**src/rtl/mc_ctrl.sv**
```systemverilog
// mc_ctrl: multicycle RV32I main controller FSM with immediate-select and branch resolve
module mc_ctrl #(
  parameter logic [3:0] RESET_STATE = 4'd0
) (
  input  logic       clk,
  input  logic       reset_n,
  input  logic [6:0] op,
  input  logic [2:0] funct3,
  input  logic       Zero,
  input  logic       mem_ready,
  output logic       PCWrite,
  output logic       AdrSrc,
  output logic       MemWrite,
  output logic       IRWrite,
  output logic [1:0] ResultSrc,
  output logic [1:0] ALUSrcA,
  output logic [1:0] ALUSrcB,
  output logic [1:0] ImmSrc,
  output logic       RegWrite,
  output logic [1:0] ALUOp,
  output logic       illegal
);
  typedef enum logic [3:0] {
    FETCH, DECODE, MEMADR, MEMREAD, MEMWB, MEMWRITE,
    EXECUTER, EXECUTEI, ALUWB, BRANCH, JAL, HALT
  } state_t;
  state_t state_q, state_d;
  logic   illegal_q;
  logic   pcw, irw, mw, rw;
  logic   unused_ok;
  assign unused_ok = &{1'b0, funct3[2:1]};
  // State register; illegal latches on the edge that enters HALT
  always_ff @(posedge clk or negedge reset_n)
    if (!reset_n) begin
      state_q   <= state_t'(RESET_STATE);
      illegal_q <= 1'b0;
    end else begin
      state_q   <= state_d;
      illegal_q <= illegal_q | (state_d == HALT);
    end
  // Moore decode of the datapath controls and next state
  always_comb begin
    state_d   = state_q;
    pcw       = 1'b0;
    irw       = 1'b0;
    mw        = 1'b0;
    rw        = 1'b0;
    AdrSrc    = 1'b0;
    ResultSrc = 2'b00;
    ALUSrcA   = 2'b00;
    ALUSrcB   = 2'b00;
    ALUOp     = 2'b00;
    case (state_q)
      FETCH: begin
        ALUSrcB   = 2'b10;
        ResultSrc = 2'b10;
        irw       = mem_ready;
        pcw       = mem_ready;
        state_d   = mem_ready ? DECODE : FETCH;
      end
      DECODE: begin
        ALUSrcA = 2'b01;
        ALUSrcB = 2'b01;
        state_d = (op == 7'b0000011 || op == 7'b0100011) ? MEMADR :
                  (op == 7'b0110011) ? EXECUTER :
                  (op == 7'b0010011) ? EXECUTEI :
                  (op == 7'b1100011) ? BRANCH :
                  (op == 7'b1101111) ? JAL : HALT;
      end
      MEMADR: begin
        ALUSrcA = 2'b10;
        ALUSrcB = 2'b01;
        state_d = (op == 7'b0000011) ? MEMREAD : MEMWRITE;
      end
      MEMREAD: begin
        AdrSrc  = 1'b1;
        state_d = mem_ready ? MEMWB : MEMREAD;
      end
      MEMWB: begin
        ResultSrc = 2'b01;
        rw        = 1'b1;
        state_d   = FETCH;
      end
      MEMWRITE: begin
        AdrSrc  = 1'b1;
        mw      = 1'b1;
        state_d = mem_ready ? FETCH : MEMWRITE;
      end
      EXECUTER: begin
        ALUSrcA = 2'b10;
        ALUOp   = 2'b10;
        state_d = ALUWB;
      end
      EXECUTEI: begin
        ALUSrcA = 2'b10;
        ALUSrcB = 2'b01;
        ALUOp   = 2'b10;
        state_d = ALUWB;
      end
      ALUWB: begin
        rw      = 1'b1;
        state_d = FETCH;
      end
      BRANCH: begin
        ALUSrcA = 2'b10;
        ALUOp   = 2'b01;
        pcw     = Zero ^ funct3[0];
        state_d = FETCH;
      end
      JAL: begin
        ALUSrcA = 2'b01;
        ALUSrcB = 2'b10;
        pcw     = 1'b1;
        state_d = ALUWB;
      end
      HALT:    state_d = HALT;
      default: state_d = FETCH;
    endcase
  end
  // Immediate format follows the opcode regardless of state
  always_comb
    ImmSrc = (op == 7'b0100011) ? 2'b01 :
             (op == 7'b1100011) ? 2'b10 :
             (op == 7'b1101111) ? 2'b11 : 2'b00;
  assign PCWrite  = reset_n & pcw;
  assign IRWrite  = reset_n & irw;
  assign MemWrite = reset_n & mw;
  assign RegWrite = reset_n & rw;
  assign illegal  = illegal_q;
endmodule

```
**config.mk**
```make
export PLATFORM = sky130hd
export DESIGN_NAME = mc_ctrl
export DESIGN_NICKNAME = d
export VERILOG_FILES = /design/src/rtl/mc_ctrl.sv
export SDC_FILE = /design/constraint.sdc
export NUM_CORES = 1
export LEC_CHECK = 0
export ABC_CLOCK_PERIOD_IN_PS = 1950
export CAP_MARGIN = 20
export CORE_AREA = 2 2 39 41
export DETAILED_ROUTE_END_ITERATION = 6
export DIE_AREA = 0 0 41 43
export DONT_BUFFER_PORTS = 1
export GPL_ROUTABILITY_DRIVEN = 0
export PLACE_DENSITY_LB_ADDON = 0.2
export SETUP_SLACK_MARGIN = 0.1
export SYNTH_ARGS = -nofsm -noshare
export SYNTH_HDL_FRONTEND = slang
export SYNTH_SLANG_ARGS = --single-unit
export TNS_END_PERCENT = 20
```
**constraint.sdc**
```tcl
create_clock -name clk -period 1.95 [get_ports clk]
set_clock_uncertainty 0.15 [all_clocks]
set_input_delay 0.39 -clock clk [delete_from_list [all_inputs] [get_ports clk]]
set_output_delay 0.39 -clock clk [all_outputs]
set_load 0.02 [all_outputs]
```
### Yosys cells after proc, flatten, opt, wreduce, memory -nomap -nowiden

Cells that the tools add are included.

* add/sub/neg operators: 0
* multiply operators: 0
* div/mod/pow operators: 0
* magnitude comparators: 0
* equality and inequality tests: 18
* shift operators: 0
* multiplexer cells: 22
* bitwise gates (word level): 6
* reductions and logical operators: 10

Operators with widths (count)
* $pmux 4 s7: 1
* $eq 4x4->1 const B: 5
* $eq 4x3->1 const B: 4
* $pmux 2 s2: 4
* $eq 7x6->1 const B: 2
* $eq 7x7->1 const B: 2
* $mux 4: 3
* $reduce_or 2->1: 5
* $mux 3: 3
* $eq 4x2->1 const B: 2
* $mux 2: 4
* $eq 7x2->1 const B: 1
* $eq 7x5->1 const B: 1
* $mux 1: 6
* $reduce_or 3->1: 2
* $and 1x1->1: 4
* $eq 4x1->1 const B: 1
* $logic_not 4->1: 1
* $reduce_or 4->1: 1
* $pmux 1 s3: 1
* $logic_or 1x1->1: 1
* $or 1x1->1: 1
* $xor 1x1->1: 1

* register bits after elaboration: 5
* latch bits: 0
* memory bits (writable): 0
* memory bits (read-only): 0
* input bits: 14
* output and inout bits: 16
* word-level logic and storage cells: 58
* memories: 0

### Depth between registers and ports, before layout

* depth after elaboration: 9
* gate-level depth with buffers: 5
* gate-level depth less buffers: 4

### Worst setup path before layout

OpenSTA, ideal clock, no wires.

* path type: register -> output
* start: reg state_q[1]
* end: out IRWrite
* arrival time: 1.722 ns
* data required time: 1.410 ns
* slack: -0.312 ns
* stages on the path, launching flop included: 4
* cells stage by stage: dfrtp_1 buf_2 nor4_1 and3_1

* longest elaborated chain between the ends: 3

Ends and longest elaborated chain
* start, declared: RTL line 27 `state_t state_q, state_d;`
* start signal, assigned: RTL line 35 `state_q <= state_t'(RESET_STATE);`
* start signal, assigned: RTL line 38 `state_q <= state_d;`
* $logic_not 4->1: RTL line 53 `case (state_q)`
* $mux 1: RTL line 53
* $and 1x1->1: RTL line 126 `assign IRWrite = reset_n & irw;`
* end, declared: RTL line 14 `output logic IRWrite,`

No other way between the ends.

### Worst setup path in the final report

* start: reg state_q[3]
* end: out PCWrite

* longest elaborated chain between the ends: 3

Ends and longest elaborated chain
* $eq 4x4->1 / $logic_not 4->1 (equally long branches): RTL line 53
* $pmux 1 s3 *: RTL line 53
* $and 1x1->1 *: RTL line 125 `assign PCWrite = reset_n & pcw;`
* end, declared: RTL line 11 `output logic PCWrite,`

Mark *: on every way between the ends. The rest lies on a longest branch, timed or not.

==> key figures <==
Global route
  • Initial antenna violation count: 0
  • Vias in the first global route: 726
  • Largest net degree at the start of global routing: 14
  • First-pass GRT wire length: 2.92 mm
  • Met3 Track Usage GR: 2.09%
  • Met2 usage: 42.5%
  • Global route total overflow: 0
  • GRT Util Overall: 23.3%
  • M1 GR Usage: 27.2%
  • Grt peak-use layer: met2

Power
  • Pleak: 0.451 nW
  • Power density cells: 1620 mW/mm^2
  • Peak VDD IR: 0.000941 V
  • Power, Total: 1.69 mW

Synth
  • Post-synth top area share: 19.7%
  • Post-synth ARST share: 100%
  • Syn Inst Count: 82
  • Synth warnings: 0
  • Seq cells post-synth: 5
  • Most common cell in the netlist: nor2_1
  • Sequential share of the synthesized area: 19.7%
  • Synthesized area: 636 sq um
  • Synth unique cells: 39
  • Post-synth EDFFs: 0
  • Synth Area per Inst: 7.75 sq um
  • Main synth FF type: dfrtp_1
  • Cell taking the most area after synthesis: dfrtp_1
  • Syn nets: 96
  • Synth cell count leaders: nor2_1 (8), nand2b_1 (6), dfrtp_1 (5), inv_1 (5), nor3_1 (5)
  • Synth area leaders: dfrtp_1 (20%), nand2b_1 (5.9%), nor2_1 (4.7%), xnor2_1 (4.1%), and3_1 (3.9%)

Floorplan
  • Die area: 0.00176 sq mm
  • Starting Density: 45.9%
  • IO Count: 30
  • Die height: 43 microns
  • Core footprint: 0.00138 sq mm
  • Die Span X: 41 microns
  • Rows: 14

Worst setup path
  • R2R Path Start: state_q[3]
  • Worst Path Buf+Inv: 0
  • CP Class: reg2out
  • CP Cell Sequence: nor2b_1 -> mux2i_1 -> o22ai_1 -> and4_4
  • Max incr delay on CP: 450 ps
  • Crit end category: output pin
  • Largest delay contributor family on the critical path: simple AND/OR/NAND/NOR gates
  • CP startpoint: state_q[3]
  • Type of origin of the critical path: flop
  • WP data required: 1410 ps
  • CP Data Arrival Time: 1410 ps
  • CP max stage cell: dfrtp_2
  • CP Max Fanout: 7

Final layout
  • # diodes: 0
  • Post-route cell area: 0.00104 sq mm
  • Layout cells sized above 1: 48.7%
  • Area growth from synthesis to layout: 63.4%
  • Cell Count, Final, Fillers Out: 131
  • Post-layout nets: 130

Drt
  • Total Wirelength: 2.08 mm
  • Detail Route Antenna Nets: 0
  • Vias: 795
  • Wire per inst: 15.9 microns
  • Detailed Routing Iterations Pass 1: 5
  • DRC Markers: 0
  • Starting DRT DRC Count: 15
  • Vias per cell: 6.07

Timing
  • Setup ws final: -1.28 ps
  • Endpoints failing hold: 0
  • TNS Setup: -1.28 ps
  • Fmax: 512 MHz
  • Crit share post-route: 100%
  • Max transition margin: 66.5%
  • Least-Margin Pin Slew: 490 ps
  • Final setup viols: 1
  • Max Slew Vio Count: 0
  • Unrepaired setup endpoints after global routing: true
  • Min Tclk post-route: 1950 ps

Placed design
  • Placed Cells: 115
  • Area after DPL: 803 sq um
  • # port buffers: 0
  • Post-DP HPWL: 1.31 mm
  • Place WS: 106 ps

Clock network
  • Root Driver: clkbuf_4
  • CTS clock-pin slew for the worst setup and hold paths: 40 ps
  • CTS buffer count: 3
  • H-tree levels: 1
  • CTS tree: yes
  • Clk_lat worst skew: 230 ps
  • Sink Count: 5
  • CTS Buffer Depth: 2

Status
  • Failing checks: negative setup slack
  • Status: complete, but fails checks

Job
  • Max-cap viol count: 0

Worst hold path
  • HP Start: mem_ready
  • Hold Path Class: in2reg
worst register-to-register path, stage by stage, from the launching register on:
cell	delay (ps)
dfrtp_2	450
buf_4	150
buf_4	140
or4b_4	490
a2bb2oi_4	160
a221oi_2	230
final cells by class:
| class | count | area (sq um) |
|---|---|---|
| inverters | 5 | 18.8 |
| flip-flops and latches | 5 | 130 |
| clock buffers | 4 | 26.3 |
| multi-input cells | 67 | 574 |
| well taps | 16 | 20.0 |
| repair buffers | 34 | 269 |
| fillers | 109 | 345 |
cell families (layout without fill, tap and decap cells):
group	count (synthesis)	in the layout	share of synthesized area [%]
muxes	1	1	1.57
xor gates and xnor gates	4	4	5.51
buffers and inverters	10	43	7.68
and+or+nand+nor	43	43	41.7
AOI/OAI and AO/OA	19	19	23.8
DFF	5	5	19.7
what timing repair did:
item / 4_1_cts / 5_1_grt
hold buffers: 1 / 0
endpoints found under the hold margin: 5 / 0
pin swaps: 1 / 6
setup endpoints to repair: 12 / 12
gates resized for setup: 12 / 13
setup buffers: 8 / 3
cells in the final DEF, fill, tap and decap left out, drive strengths merged, types with 4 or more instances in the layout:
master	instances
nor2	8
dfrtp	5
clkbuf	4
nand2b	6
nor3	6
and3	4
buf	33
inv	5
metrics by stage:
stage / utilization [%] / hold slack [ps]
CTS: 67.6 / 252
global placement: 58.0 / -55.4
floorplan: - / -55.6
global route: 75.0 / 247
finish: 75.0 / 259
detailed placement: 58.0 / -55.4
worst paths after layout:
| path | to | slack [ps] | depth (start not counted) |
|---|---|---|---|
| min reg2reg | illegal | 540 | 2 |
| max | PCWrite | -1 | 4 |
| max reg2reg | illegal | 80 | 5 |
| min | state_q[0] | 260 | 2 |
| min in group asynchronous | illegal | 290 | 1 |
| max in group asynchronous | state_q[2] | 1150 | 1 |
where the power goes:
| group | switching, mW | internal (mW) | total (mW) |
|---|---|---|---|
| Clock | 0.0390 | 0.0771 | 0.116 |
| Sequential | 0.108 | 0.151 | 0.259 |
| Combinational | 0.619 | 0.694 | 1.31 |
| Total | 0.765 | 0.922 | 1.69 |
sequential cells by signal, summed over array words and instances, names as in the netlist:
| name | count |
|---|---|
| state_q | 4 |
| illegal | 1 |
per-layer routing:
metal	share of wire (%)	vias up
met4	0.29	0
met1	41	381
li1	-	378
met2	53	34
met5	0	-
met3	5.1	2
(Power assumes the default switching activity.)
